[src/rtl/vc_read_arbiter.sv]
// vc_read_arbiter
// Read-side arbiter for the two virtual-channel FIFOs (VC0, VC1). It watches
// the VC FIFO status flags, issues pop strobes, captures the word returned
// one cycle later and forwards it to destination FIFO D0 or D1 according to
// the word's destination bit (data_width-2). VC0 has strict priority, except
// that VC1 is forced once after starve_limit consecutive VC0 grants that
// were made while VC1 was waiting. Any almost_full on D0/D1 stalls new pops.
//
// Ports:
//   clk                    in   rising-edge clock
//   reset                  in   asynchronous reset, active low (0 = in reset)
//   empty_fifo_VCx         in   VCx FIFO empty
//   almost_empty_fifo_VCx  in   VCx FIFO holds at most one word
//   data_out_VCx           in   VCx read data, valid the cycle after the pop
//   almost_full_D0/D1      in   destination FIFO back-pressure
//   pop_VC0/VC1_fifo       out  registered pop strobes, mutually exclusive
//   data_out               out  registered word toward D0/D1, holds when idle
//   push_D0/D1             out  registered push strobes, mutually exclusive
//   busy                   out  a popped word is still in the pipeline

module vc_read_arbiter #(
  parameter int data_width   = 6,
  parameter int starve_limit = 4
) (
  input  logic                  clk,
  input  logic                  reset,
  input  logic                  empty_fifo_VC0,
  input  logic                  almost_empty_fifo_VC0,
  input  logic                  empty_fifo_VC1,
  input  logic                  almost_empty_fifo_VC1,
  input  logic [data_width-1:0] data_out_VC0,
  input  logic [data_width-1:0] data_out_VC1,
  input  logic                  almost_full_D0,
  input  logic                  almost_full_D1,
  output logic                  pop_VC0_fifo,
  output logic                  pop_VC1_fifo,
  output logic [data_width-1:0] data_out,
  output logic                  push_D0,
  output logic                  push_D1,
  output logic                  busy
);

  localparam int CNT_W = 4;
  localparam logic [CNT_W-1:0] LIMIT = CNT_W'(starve_limit);

  // r_armed keeps the first edge after reset release from popping, so the
  // earliest pop lands on the second rising edge.
  logic                  r_armed;
  logic                  r_validB;
  logic                  r_srcB;
  logic [CNT_W-1:0]      r_starveCnt;

  logic                  w_noBackpressure;
  logic                  w_eligVC0;
  logic                  w_eligVC1;
  logic                  w_forceVC1;
  logic                  w_grantVC0;
  logic                  w_grantVC1;
  logic [CNT_W-1:0]      w_starveNext;
  logic [data_width-1:0] w_wordB;
  logic                  w_destB;

  // Eligibility and grant. The destination of the next word is unknown
  // before it is popped, so either almost_full blocks both VCs. A VC that is
  // being popped right now while flagged almost-empty is giving up its last
  // word; its empty flag has not caught up yet, so it is skipped next cycle.
  always_comb begin
    w_noBackpressure = ~almost_full_D0 & ~almost_full_D1;
    w_eligVC0  = r_armed & w_noBackpressure & ~empty_fifo_VC0 &
                 ~(pop_VC0_fifo & almost_empty_fifo_VC0);
    w_eligVC1  = r_armed & w_noBackpressure & ~empty_fifo_VC1 &
                 ~(pop_VC1_fifo & almost_empty_fifo_VC1);
    w_forceVC1 = (r_starveCnt == LIMIT);
    w_grantVC0 = w_eligVC0 & ~(w_eligVC1 & w_forceVC1);
    w_grantVC1 = w_eligVC1 & ~(w_eligVC0 & ~w_forceVC1);
  end

  // Starvation counter: counts VC0 wins over a waiting VC1, saturating at
  // the limit; any VC1 grant or VC1 going ineligible restarts it.
  always_comb begin
    w_starveNext = r_starveCnt;
    if (w_grantVC1 || !w_eligVC1) begin
      w_starveNext = '0;
    end else if (w_grantVC0 && (r_starveCnt != LIMIT)) begin
      w_starveNext = r_starveCnt + 1'b1;
    end
  end

  // Stage B: the VC FIFO presents the popped word this cycle.
  always_comb begin
    w_wordB = r_srcB ? data_out_VC1 : data_out_VC0;
    w_destB = w_wordB[data_width-2];
  end

  // Stage A: pop strobes, arming flag and starvation counter.
  always_ff @(posedge clk or negedge reset) begin
    if (!reset) begin
      r_armed      <= 1'b0;
      pop_VC0_fifo <= 1'b0;
      pop_VC1_fifo <= 1'b0;
      r_starveCnt  <= '0;
    end else begin
      r_armed      <= 1'b1;
      pop_VC0_fifo <= w_grantVC0;
      pop_VC1_fifo <= w_grantVC1;
      r_starveCnt  <= w_starveNext;
    end
  end

  // Stages B and C: remember which VC was popped, then register the word
  // and the push toward its destination. Back-pressure does not reach here,
  // so words already popped always complete.
  always_ff @(posedge clk or negedge reset) begin
    if (!reset) begin
      r_validB <= 1'b0;
      r_srcB   <= 1'b0;
      push_D0  <= 1'b0;
      push_D1  <= 1'b0;
      data_out <= '0;
    end else begin
      r_validB <= pop_VC0_fifo | pop_VC1_fifo;
      r_srcB   <= pop_VC1_fifo;
      push_D0  <= r_validB & ~w_destB;
      push_D1  <= r_validB & w_destB;
      if (r_validB) begin
        data_out <= w_wordB;
      end
    end
  end

  assign busy = pop_VC0_fifo | pop_VC1_fifo | r_validB;

endmodule
[config.mk]
export PLATFORM = sky130hd
export DESIGN_NAME = vc_read_arbiter
export DESIGN_NICKNAME = d
export VERILOG_FILES = /design/src/rtl/vc_read_arbiter.sv
export SDC_FILE = /design/constraint.sdc
export NUM_CORES = 1
export LEC_CHECK = 0
export CAP_MARGIN = 20
export CORE_MARGIN = 5
export CORE_UTILIZATION = 43
export CTS_CLUSTER_DIAMETER = 40
export CTS_CLUSTER_SIZE = 8
export DETAILED_ROUTE_END_ITERATION = 10
export PLACE_DENSITY = 0.81
export SKIP_LAST_GASP = 1
export SLEW_MARGIN = 20
export SYNTH_ARGS = -nofsm -noshare
export SYNTH_HDL_FRONTEND = slang
export SYNTH_SLANG_ARGS = --single-unit
[constraint.sdc]
create_clock -name clk -period 2.45 [get_ports clk]
set_clock_uncertainty 0.1 [all_clocks]
set_input_delay 0.6125 -clock clk [delete_from_list [all_inputs] [get_ports clk]]
set_output_delay 0.6125 -clock clk [all_outputs]
set_load 0.01 [all_outputs]
# After elaboration in Yosys (flattened, before gate mapping)
# Cells that the tools add are included.
[totals] word_cells=45 input_bits=20 reg_bits=17 output_inout_bits=11
[op_classes] eq_ne=2 reduce_logical=4 muxes=3 bitwise=26 addsub=1
[ops] op="bitwise AND 1 bit" n=14
[ops] op="NOT 1 bit" n=10
[ops] op="two-way mux 4 bit" n=2
[ops] op="two-way mux 6 bit" n=1
[ops] op="adder 4 x 1 -> 4 bit (second input constant)" n=1
[ops] op="== test 4 x 3 -> 1 bit (second input constant)" n=1
[ops] op="!= test 4 x 3 -> 1 bit (second input constant)" n=1
[ops] op="bitwise OR 1 bit" n=2
[ops] op="nonzero test 2 bit" n=1
[ops] op="logical AND 1 bit" n=1
[ops] op="logical NOT 1 bit" n=1
[ops] op="logical OR 1 bit" n=1

# Depth between registers and ports, before layout
[depth] word_depth=11 mapped_depth=5 ltp_nobuf=5

# Least setup slack after synthesis
# Ideal clock, no wire load.
[synth_timing] path_kind="register to output" start="reg pop_VC1_fifo" end="out busy" n_path_buf=0 required_ns=1.737 path_stages_with_launch=2 setup_slack_ns=0.898 arrival_ns=0.839 path_cell_list="dfrtp_1 -> or3_1"
[synth_via] elab_chain_cells=2
[synth_lines] item="start: declaration" line="36" text="output logic pop_VC1_fifo,"
[synth_lines] item="start signal: assignment" line="105" text="pop_VC1_fifo <= w_grantVC1;"
[synth_lines] item="bitwise OR 1 bit (2 in a row)" line="131" text="assign busy = pop_VC0_fifo | pop_VC1_fifo | r_validB;"
[synth_lines] item="end: declaration" line="40" text="output logic busy"
# Every way passes these cells.

# Worst setup path in the final report
[layout_timing] start="reg r_validB" end="out busy"
[layout_via] elab_chain_cells=1
[layout_lines] item="start: declaration" line="49" text="logic r_validB;"
[layout_lines] item="start signal: assignment" line="121" text="r_validB <= pop_VC0_fifo | pop_VC1_fifo;"
[layout_lines] item="bitwise OR 1 bit" line="131"
# Every way passes these cells.

==> flow_summary.json <==
{
  "drcViolationCount": 0,
  "critical_path.top_delay_family": "flip-flops",
  "cellLeakagePower_nw": 0.466,
  "track_usage_pct": 13.2,
  "h-tree-depth": 1,
  "cts.repair.resized": 0,
  "vias_per_cell": 4.87,
  "fraction_of_the_yosys_area_taken_by_sequential_cells_pct": 58.4,
  "holdBufCountCts": 0,
  "die_height_um": 51.2,
  "netlist-cell-type-count": 22,
  "place_area_um2": 1040,
  "detail_route.wirelength_mm": 1.55,
  "syn_area_um2": 728,
  "synth_fa_ha_area_share_pct": 3.44,
  "synth.net_count": 86,
  "die_area_um2": 2620,
  "fin_area_um2": 1070,
  "buffer_ports.inserted": 30,
  "synth_top_family_by_area": "simple AND/OR/NAND/NOR gates",
  "antenna_cells": 0,
  "share_of_post_route_cells_with_drive_strength_above_1_pct": 7.22,
  "cts_setup_buffers": 0,
  "timing.final.hold_violations": 0,
  "placeableCoreArea_um2": 1560,
  "finalNetCount": 120,
  "antenna_found_initial": 0,
  "cts_tree": "built",
  "initial_core_util_pct": 46.7,
  "post_synth_mux_area_share_pct": 8.25,
  "cp.buffers_inverters": 1,
  "worst_setup_hold_path_clk_slew_ns": 0.10,
  "grt_met2_use_pct": 22.5,
  "run_status": "finished, final reports clean",
  "critPathLaunchType": "flip-flop",
  "cts_sinks": 17,
  "fin_hold_ws_ns": 0.369,
  "grt_first_pass_wirelength_mm": 2.60,
  "fp.dieW_um": 51.2,
  "post-place-ws_ns": 0.397,
  "crit_path_end_kind": "output pin",
  "setup_slack_ns": 0.0934,
  "final-setup-viol-count": 0,
  "synth_xor_xnor_area_share_pct": 2.41,
  "max_clock_freq_ghz": 0.424,
  "worst_ep_arrival_time_ns": 1.64,
  "grt_setup_unrepaired": "no",
  "initial_drt_markers": 6,
  "maxCapViolCount": 0,
  "total_power_mw": 0.599,
  "synthesis.yosys.warnings": 0,
  "global_route_met3_utilization_pct": 5.52,
  "globalRoute.busiestLayer": "met2",
  "post_drt_wl_per_cell_um": 13.7,
  "period_needed_ns": 2.36,
  "globalRouteMet1Util_pct": 14.0,
  "finalSetupTns_ns": 0,
  "clock_latency_ns": 0.28,
  "irDropWorstVdd_v": 0.000408,
  "cp_class": "flip-flop to output pin",
  "vias": 550,
  "synth.avg_cell_area_um2": 11.4,
  "grt_max_degree": 18,
  "synth_to_final_area_change_pct": 46.4,
  "slew_violations": 0,
  "grt_overflow_total": 0,
  "worstPathMaxFanout": 14,
  "weighted_congestion_reported_at_the_end_of_routability_driven_placement": 0.766,
  "std_cell_rows": 14,
  "crit_required_ns": 1.74,
  "cts.path.max_buffers": 2,
  "first_pass_iters": 2,
  "synth-compound-area-share_pct": 7.04,
  "grt_pass1_vias": 588,
  "dp.final_hpwl_mm": 1.25,
  "critPathSlowestCell": "sky130_fd_sc_hd__dfrtp_1",
  "clockRootBuffer": "sky130_fd_sc_hd__clkbuf_4",
  "critical_path.max_stage_delay_ns": 0.52,
  "holdCritPathClass": "flip-flop to flip-flop",
  "ant_nets": 0,
  "cts-buffers-inserted": 3,
  "critical_path.cell_chain": "or3_1, clkdlybuf4s50_1",
  "ioPinCount": 31,
  "synth_simple_gate_area_share_pct": 16.2,
  "synthCells": 64,
  "ys_seq_elements": 17,
  "power_density_nw_per_um2": 561,
  "fin_crit_sh_pct": 96.2
}
==> power breakdown <==
group	switching (mW)	leakage [nW]	total (mW)	internal, mW
Combinational	0.0489	0.237	0.133	0.0836
Sequential	0.0165	0.214	0.322	0.305
Clock	0.0810	0.0150	0.144	0.0631
Total	0.146	0.466	0.599	0.452
==> placed cells by master, fill, tap and decap left out, types with 2 or more instances in the layout <==
cell type,count
sky130_fd_sc_hd__a21oi_1,7
sky130_fd_sc_hd__clkbuf_4,3
sky130_fd_sc_hd__clkdlybuf4s50_1,30
sky130_fd_sc_hd__dfrtp_1,17
sky130_fd_sc_hd__ha_1,2
sky130_fd_sc_hd__inv_1,3
sky130_fd_sc_hd__mux2i_1,6
sky130_fd_sc_hd__nand2_1,2
sky130_fd_sc_hd__nor2_1,12
==> per-stage QoR <==
stage | std cells | util, %
floorplan | 64 | -
detailed placement | 109 | 66.7
finish | 113 | 68.4
CTS | 113 | 68.4
global placement | 109 | 66.7
global route | 113 | 68.4
==> synthesized netlist by cell type <==
library cell               count  area, um^2
sky130_fd_sc_hd__nor2_1       12        45.0
sky130_fd_sc_hd__nand2_1       2        7.51
sky130_fd_sc_hd__nand3b_1      1        7.51
sky130_fd_sc_hd__xnor2_1       1        8.76
sky130_fd_sc_hd__nand4_1       1        6.26
sky130_fd_sc_hd__a31oi_1       1        6.26
sky130_fd_sc_hd__mux2i_1       6        60.1
sky130_fd_sc_hd__conb_1        1        3.75
sky130_fd_sc_hd__nand3_1       1        5.00
sky130_fd_sc_hd__inv_1         3        11.3
sky130_fd_sc_hd__or2_2         1        6.26
sky130_fd_sc_hd__xor2_1        1        8.76
sky130_fd_sc_hd__buf_6         1        11.3
sky130_fd_sc_hd__nor3b_4       1        18.8
sky130_fd_sc_hd__buf_2         1        5.00
sky130_fd_sc_hd__a21oi_1       7        35.0
sky130_fd_sc_hd__or3_1         1        6.26
sky130_fd_sc_hd__o211a_1       1        10.0
sky130_fd_sc_hd__ha_1          2        25.0
sky130_fd_sc_hd__dfrtp_1      17         425
sky130_fd_sc_hd__and2_4        1        8.76
sky130_fd_sc_hd__nor2b_1       1        6.26
==> registers in the layout, summed over array words and instances (netlist names) <==
| signal | cells |
|---|---|
| data_out | 6 |
| pop_VC0_fifo | 1 |
| pop_VC1_fifo | 1 |
| push_D0 | 1 |
| push_D1 | 1 |
| r_armed | 1 |
| r_srcB | 1 |
| r_starveCnt | 4 |
| r_validB | 1 |
==> final cells by class <==
| type | instances | area [um^2] |
|---|---|---|
| Fill cell | 126 | 493 |
| Sequential cell | 17 | 425 |
| Timing Repair Buffer | 31 | 308 |
| Multi-Input combinational cell | 42 | 275 |
| Clock buffer | 4 | 26.3 |
| Tap cell | 16 | 20.0 |
| Inverter | 3 | 11.3 |
==> cells by family (layout without fill, tap and decap cells) <==
kind of cell,count (synthesis),count (layout)
fa+ha+maj,2,2
buf+inv,5,38
flops,17,17
simple gates,22,22
xor+xnor,2,2
other cells,1,1
compound gates,9,9
mux,6,6
==> path summary, 6_finish.rpt <==
path	cells past startpoint	to	slack [ns]	start
setup / recovery	2	busy	0.09	r_validB
setup reg to reg	5	r_starveCnt[3]	1.20	r_starveCnt[0]
min in group asynchronous	2	data_out[5]	0.53	reset
hold reg to reg	0	r_srcB	0.37	pop_VC1_fifo
hold / removal	0	r_srcB	0.37	pop_VC1_fifo
max in group asynchronous	2	data_out[1]	1.53	reset
==> metal layers <==
metal  vias to the layer above  routed length [um]
met3                         4                 206
met4                         0                  23
met5                         -                   0
li1                        277                   -
met2                        27                 668
met1                       242                 651
Power figures use the tool's default switching activity.
